$ cat config.mk
export PLATFORM = sky130hd
export DESIGN_NAME = lookup3_hash_pipe
export DESIGN_NICKNAME = d
export VERILOG_FILES = /design/src/rtl/lookup3_hash_pipe.sv
export SDC_FILE = /design/constraint.sdc
export NUM_CORES = 1
export LEC_CHECK = 0
export CORE_ASPECT_RATIO = 1.75
export CORE_UTILIZATION = 38
export CTS_CLUSTER_SIZE = 12
export DETAILED_ROUTE_END_ITERATION = 6
export PLACE_DENSITY_LB_ADDON = 0.2
export SLEW_MARGIN = 25
export SYNTH_ARGS = -nofsm -noshare
export SYNTH_HDL_FRONTEND = slang
export SYNTH_SLANG_ARGS = --single-unit
$ cat constraint.sdc
create_clock -name clk -period 29.9 [get_ports clk]
set_input_delay 5.98 -clock clk [delete_from_list [all_inputs] [get_ports clk]]
set_output_delay 5.98 -clock clk [all_outputs]
set_load 0.01 [all_outputs]
$ cat src/rtl/lookup3_hash_pipe.sv
// Fully pipelined Bob Jenkins lookup3 hashword() engine: one key per cycle,
// NUM_HASH seeded lanes sharing one valid/ready pipeline with a sideband tag.
module lookup3_hash_pipe #(
   parameter int KEY_WORDS = 3,
   parameter int NUM_HASH  = 1,
   parameter int TAG_W     = 8
) (
   input  logic                    clk,
   input  logic                    rst,
   input  logic                    in_valid,
   output logic                    in_ready,
   input  logic [32*KEY_WORDS-1:0] key_in,
   input  logic [32*NUM_HASH-1:0]  seed_in,
   input  logic [TAG_W-1:0]        tag_in,
   output logic                    out_valid,
   input  logic                    out_ready,
   output logic [32*NUM_HASH-1:0]  hash_out,
   output logic [TAG_W-1:0]        tag_out
);
   localparam int NB   = (KEY_WORDS + 2) / 3;
   localparam int NMIX = 6 * (NB - 1);
   localparam int NS   = NMIX + 8;
   localparam int KP   = 96 * NB;
   localparam logic [31:0] INIT = 32'hdeadbeef + 32'(KEY_WORDS << 2);

   typedef logic [31:0] word_t;

   function automatic word_t rotl(input word_t x, input int n);
      return (x << n) | (x >> (32 - n));
   endfunction

   function automatic word_t kword(input logic [KP-1:0] k, input int i);
      return k[32*i +: 32];
   endfunction

   // Stage s (1..NS-1) is one mix step, optionally followed by the next
   // block add, or one final step. The key is zero padded to whole blocks
   // so absent words of the last block add nothing.
   function automatic logic [95:0] step(input logic [95:0] v, input logic [KP-1:0] k,
                                        input int s);
      word_t a, b, c;
      int    j;
      {a, b, c} = v;
      if (s <= NMIX) begin
         j = (s - 1) / 6;
         case ((s - 1) % 6)
            0: begin a -= c; a ^= rotl(c, 4);  c += b; end
            1: begin b -= a; b ^= rotl(a, 6);  a += c; end
            2: begin c -= b; c ^= rotl(b, 8);  b += a; end
            3: begin a -= c; a ^= rotl(c, 16); c += b; end
            4: begin b -= a; b ^= rotl(a, 19); a += c; end
            default: begin
               c -= b; c ^= rotl(b, 4); b += a;
               a += kword(k, 3*j + 3);
               b += kword(k, 3*j + 4);
               c += kword(k, 3*j + 5);
            end
         endcase
      end else begin
         case (s - NMIX - 1)
            0: c = (c ^ b) - rotl(b, 14);
            1: a = (a ^ c) - rotl(c, 11);
            2: b = (b ^ a) - rotl(a, 25);
            3: c = (c ^ b) - rotl(b, 16);
            4: a = (a ^ c) - rotl(c, 4);
            5: b = (b ^ a) - rotl(a, 14);
            default: c = (c ^ b) - rotl(b, 24);
         endcase
      end
      return {a, b, c};
   endfunction

   logic [NS-1:0]                   vld;
   logic [NS-1:0]                   load;
   logic [KP-1:0]                   key_pad;
   logic [KP-1:0]                   key_q [NS];
   logic [TAG_W-1:0]                tag_q [NS];
   logic [NUM_HASH-1:0][95:0]       st_q  [NS];
   logic [NUM_HASH-1:0][95:0]       st_nx [NS];

   // A stage loads when empty or when its successor is loading; this
   // collapses bubbles while the output is stalled.
   always_comb begin
      load = '0;
      load[NS-1] = ~vld[NS-1] | out_ready;
      for (int s = NS - 2; s >= 0; s--)
         load[s] = ~vld[s] | load[s+1];
   end

   always_comb begin
      key_pad = '0;
      key_pad[32*KEY_WORDS-1:0] = key_in;
   end

   always_comb begin
      for (int s = 0; s < NS; s++)
         st_nx[s] = '0;
      for (int h = 0; h < NUM_HASH; h++)
         st_nx[0][h] = {INIT + seed_in[32*h +: 32] + kword(key_pad, 0),
                        INIT + seed_in[32*h +: 32] + kword(key_pad, 1),
                        INIT + seed_in[32*h +: 32] + kword(key_pad, 2)};
      for (int s = 1; s < NS; s++)
         for (int h = 0; h < NUM_HASH; h++)
            st_nx[s][h] = step(st_q[s-1][h], key_q[s-1], s);
   end

   always_ff @(posedge clk) begin
      if (load[0]) begin
         key_q[0] <= key_pad;
         tag_q[0] <= tag_in;
      end
      for (int s = 1; s < NS; s++) begin
         if (load[s]) begin
            key_q[s] <= key_q[s-1];
            tag_q[s] <= tag_q[s-1];
         end
      end
      for (int s = 0; s < NS; s++) begin
         if (load[s])
            st_q[s] <= st_nx[s];
      end
      if (rst) begin
         vld         <= '0;
         tag_q[NS-1] <= '0;
         st_q[NS-1]  <= '0;
      end else begin
         if (load[0])
            vld[0] <= in_valid;
         for (int s = 1; s < NS; s++) begin
            if (load[s])
               vld[s] <= vld[s-1];
         end
      end
   end

   assign in_ready  = load[0] & ~rst;
   assign out_valid = vld[NS-1];
   assign tag_out   = tag_q[NS-1];

   always_comb begin
      hash_out = '0;
      for (int h = 0; h < NUM_HASH; h++)
         hash_out[32*h +: 32] = st_q[NS-1][h][31:0];
   end

endmodule
==> flow_metrics.py, run 1 <==
metrics = {
    "status": {
        "status": "complete, no violations",
    },
    "worst_hold_path": {
        "hp-class": "reg2reg",
    },
    "critical_path": {
        "cp_top_family": "simple AND/OR/NAND/NOR gates",
        "max_stage_delay_ns": 0.65,
        "crit_required_ns": 23.92,
        "cp_max_fo": 47,
        "arrival_ns": 9.66,
        "worst_setup_path_end_kind": "output port",
        "startpoint_type": "primary input",
        "crit_slowest_cell": "nor2_1",
        "path_cells": "clkdlybuf4s50_1 -> nor2b_1 -> and2_1 -> nand2_4 -> nor2_1 -> nand3_4 -> nor2_1 -> a21oi_1 -> clkdlybuf4s50_1",
        "path_buf_inv": 2,
        "crit_type": "in2out",
    },
    "synthesis": {
        "synth_top_area_cell": "edfxtp_1",
        "mappedNetlistArea_um2": 42000,
        "ys_ff_latch": 744,
        "synth_edf_count": 736,
        "ys.flop_type": "edfxtp_1",
        "synthTopCellsByArea": "edfxtp_1 53%, ha_1 9.7%, xor2_1 6.7%",
        "synth.distinct_cells": 83,
        "ys.warnings.count": 0,
        "async_flop_share": 0,
        "syn_inst": 3566,
        "post_synth.cell_area_avg_um2": 11.8,
        "yosysTopAreaCellShare": 0.526,
        "syn_nets": 4042,
        "yosysSeqAreaShare": 0.530,
    },
    "sta": {
        "rsz0062_at_grt": "no",
        "tightestPinTransition_ns": 0.990,
        "finalSetupTns_ns": 0,
        "fmax_ghz": 0.0639,
        "final_hold_viol_count": 0,
        "finalSetupViolCount": 0,
        "hold_ws_ns": 0.412,
        "slew_viol_final": 0,
        "fin_crit_ns": 15.64,
        "finalCritPeriodShare": 0.523,
        "clock_skew_ns": 0.0307,
        "relSlewSlack": 0.331,
    },
    "die": {
        "num_io_pins": 182,
        "die_width_um": 253,
        "row_count": 161,
        "die_h_um": 442,
        "dieArea_um2": 112000,
        "coreArea_um2": 110000,
        "initial_core_util": 0.383,
    },
    "placed_design": {
        "gp_congestion": 0.997,
        "dp_hpwl_um": 99200,
        "io_buffer_count": 181,
    },
    "global_routing": {
        "antenna_found_initial": 1,
        "grt_max_degree": 72,
        "grt_pass1_wl_um": 172000,
        "grt_pass1_vias": 28600,
        "grt_usage": 0.214,
        "grt.overflow.total": 0,
    },
    "detailed_routing": {
        "ant_nets": 0,
        "viasPerCell": 5.10,
        "vias": 26900,
        "routedWlPerCell_um": 22.4,
        "drt_iter0_drc": 1109,
        "drc": 0,
        "drtPass1Iterations": 5,
        "wl_um": 118000,
    },
    "clock_tree": {
        "htree_levels": 3,
        "cts.repair.resized": 0,
        "insertion_delay_ns": 0.67,
        "cts_tree": "done",
        "hold_buffers": 0,
        "clkTransAtPathRegs_ns": 0.06,
        "cts_buffers": 74,
        "post-cts-setup-buffers": 0,
        "clock_path_buffers": 3,
        "root_buffer": "clkbuf_16",
        "cts_sinks": 744,
    },
    "cells_and_area": {
        "final_cell_mix": "736 x edfxtp_1, 326 x ha_1, 321 x xor2_1",
        "nNetsFinal": 4241,
        "drive_gt1_frac": 0.0384,
        "mostFrequentLayoutCell": "edfxtp_1",
        "area_delta_synth_final_pct": 13.0,
    },
    "job": {
        "max_cap_viol_count": 0,
    },
}
## per-stage QoR
stage / cell area, µm² / util / std cells / worst slack (ns)
global placement: 45400 / 0.414 / 5156 / 14.23
floorplan: 42000 / - / 3566 / 11.21
finish: 47500 / 0.433 / 5269 / 14.26
CTS: 47500 / 0.433 / 5268 / 14.15
detailed placement: 45400 / 0.414 / 5156 / 14.17
global route: 47500 / 0.433 / 5269 / 13.90
## cell usage after synthesis, types with 21 or more instances
cell / number
o21ai_0: 132
o21bai_1: 32
nand2b_1: 37
clkbuf_1: 27
xnor2_1: 193
a21oi_1: 291
nor3_1: 45
xor2_1: 321
o21a_1: 35
edfxtp_1: 736
nand4_1: 35
nor2_1: 199
inv_1: 286
a31oi_1: 33
ha_1: 326
a21o_1: 164
buf_4: 40
a211oi_1: 36
nor2b_1: 49
and3_1: 27
nand3_1: 59
o211ai_1: 21
nand2_1: 155
## flip-flops by register name (all words and copies together), names as in the netlist
register  cells
tag_q        64
vld           8
st_q        672
## layout make-up
type                       instances  area, µm²
clock inverter                    15        155
sequential                       744      22300
clock buffer                      97       1950
multi-input combinational       2466      18300
tap                             1467       1840
inverter                         286       1080
fill                           10400      62300
timing repair buffer             193       1900
antenna                            1       2.50
## per-layer routing
metal / GRT usage / wire [µm] / up-vias
li1: - / - / 13500
met1: 0.161 / 33400 / 12600
met2: 0.440 / 69200 / 541
met3: 0.0227 / 2500 / 282
met4: 0.207 / 13000 / 0
met5: 0 / 0 / -
## logic make-up (layout without fill, tap and decap cells)
logic type / Yosys count / count (layout) / share of synthesized area
flip-flops: 744 / 744 / 0.530
AO/OA/AOI/OAI: 913 / 913 / 0.143
adder cells (fa/ha/maj): 336 / 336 / 0.102
buffers and inverters: 356 / 591 / 0.0354
other: 0 / 1 / 0
multiplexers: 10 / 10 / 0.00256
AND/OR/NAND/NOR: 693 / 693 / 0.0810
XOR/XNOR: 514 / 514 / 0.107
## final timing paths
check	slack, ns	from	cells past startpoint	to
max	14.26	out_ready	9	in_ready
min	0.41	st_q[0][146]	0	st_q[0][242]
max reg2reg	25.48	vld[7]	8	st_q[0][92]
min reg2reg	0.41	st_q[0][146]	0	st_q[0][242]
Power of run 1 is left out: the tool's default activity adds up to more than one toggle a clock period on the data nets, which glitch-free logic cannot reach.
==> run 2, diff against run 1 <==
- clock period: 29.9 -> 13.79 ns (I/O delays scaled with it)
==> flow_metrics.py, run 2 (synthesized netlist as in run 1, its figures left out) <==
metrics = {
    "die": {
        "initial_core_util": 0.383,
        "dieArea_um2": 112000,
        "num_io_pins": 182,
        "die_h_um": 442,
        "coreArea_um2": 110000,
        "row_count": 161,
        "die_width_um": 253,
    },
    "cells_and_area": {
        "regMostFlops": "st_q",
        "final_cell_mix": "736 x edfxtp_1, 326 x ha_1, 321 x xor2_1",
        "drive_gt1_frac": 0.0392,
        "mostFrequentLayoutCell": "edfxtp_1",
        "largest_reg_flops": 672,
        "area_delta_synth_final_pct": 13.4,
        "final_cell_area_um2": 47700,
        "nNetsFinal": 4239,
        "reg.largest.list": "st_q (672), tag_q (64), vld (8)",
        "n_antenna_cell": 0,
    },
    "critical_path": {
        "worst_setup_path_end_kind": "output port",
        "crit_slowest_cell": "nor2_1",
        "max_stage_delay_ns": 0.64,
        "crit_type": "in2out",
        "cp_max_fo": 47,
        "startpoint_type": "primary input",
        "arrival_ns": 6.42,
        "r2r_cells": 8,
        "path_cells": "clkdlybuf4s50_1 -> nor2b_1 -> and2_1 -> nand2_4 -> nor2_1 -> nand3_4 -> nor2_1 -> a21oi_1 -> clkdlybuf4s50_1",
        "rrSetupSlack_ns": 9.39,
        "crit_required_ns": 11.03,
    },
    "worst_hold_path": {
        "hold_depth": 0,
        "hp-class": "reg2reg",
    },
    "global_routing": {
        "grt_max_degree": 71,
        "grt_pass1_vias": 28200,
        "antenna_found_initial": 1,
        "grt_pass1_wl_um": 171000,
        "grt_usage": 0.212,
        "grt.overflow.total": 0,
    },
    "placed_design": {
        "place_area_um2": 45400,
        "dp_hpwl_um": 97700,
        "io_buffer_count": 181,
        "gp_congestion": 0.994,
    },
    "detailed_routing": {
        "ant_nets": 0,
        "drc": 0,
        "drt_iter0_drc": 1059,
        "drtPass1Iterations": 5,
        "routedWlPerCell_um": 22.3,
        "vias": 26800,
        "wl_um": 117000,
        "viasPerCell": 5.09,
    },
    "clock_tree": {
        "insertion_delay_ns": 0.67,
        "post-cts-setup-buffers": 0,
        "cts.repair.resized": 0,
        "root_buffer": "clkbuf_16",
        "cts_buffers": 75,
        "clkTransAtPathRegs_ns": 0.06,
        "hold_buffers": 0,
        "htree_levels": 3,
        "cts_sinks": 744,
        "clock_path_buffers": 3,
        "cts_tree": "done",
    },
    "sta": {
        "finalCritPeriodShare": 0.666,
        "fin_crit_ns": 9.18,
        "slew_viol_final": 0,
        "tightestPinTransition_ns": 1.05,
        "clock_skew_ns": 0.0187,
        "finalSetupTns_ns": 0,
        "final_hold_viol_count": 0,
        "relSlewSlack": 0.293,
        "rsz0062_at_grt": "no",
        "finalSetupViolCount": 0,
        "fmax_ghz": 0.109,
    },
    "status": {
        "status": "complete, no violations",
    },
    "job": {
        "max_cap_viol_count": 0,
    },
}
## run 2: cell count changes in the layout (fill, tap and decap cells not counted), moves of 2 or more
cell / change
clkbuf_1: -2
clkinv_8: -2
buf_4: -3
bufinv_16: +5
clkinv_2: +2
clkinv_1: -3
clkbuf_16: +5
## run 2: stage by stage
stage,worst slack [ns],hold slack (ns),instances,util
2_1_floorplan,1.54,0.400,3566,-
3_3_place_gp,4.60,0.401,5153,0.413
3_5_place_dp,4.55,0.405,5153,0.413
4_1_cts,4.54,0.408,5266,0.434
5_1_grt,4.24,0.414,5266,0.434
6_report,4.61,0.410,5266,0.434
## run 2: final cells by class
class	instances	area, µm²
clock buffers	99	2050
clock inverters	14	225
fillers	10400	62100
inverters	286	1080
multi-input cells	2466	18300
flip-flops and latches	744	22300
well taps	1467	1840
repair buffers	190	1870
## run 2: layer usage
metal | part of all wire | track usage
met5 | 0 | 0
met4 | 0.10 | 0.192
met3 | 0.025 | 0.0252
met2 | 0.58 | 0.434
met1 | 0.29 | 0.164
## run 2: worst paths after layout
kind | to | start
worst min-delay path | st_q[1][209] | st_q[1][113]
worst min register to register | st_q[1][209] | st_q[1][113]
worst max-delay path | in_ready | out_ready
worst max register to register | st_q[0][62] | vld[7]
## run 2: worst max-delay path: cells and delay by family
family / cells / cell delay (ns)
buffers and inverters: 2 / 0.89
and+or+nand+nor: 6 / 2.61
AOI/OAI and AO/OA: 1 / 0.14
Power of run 2 is left out for the same reason.
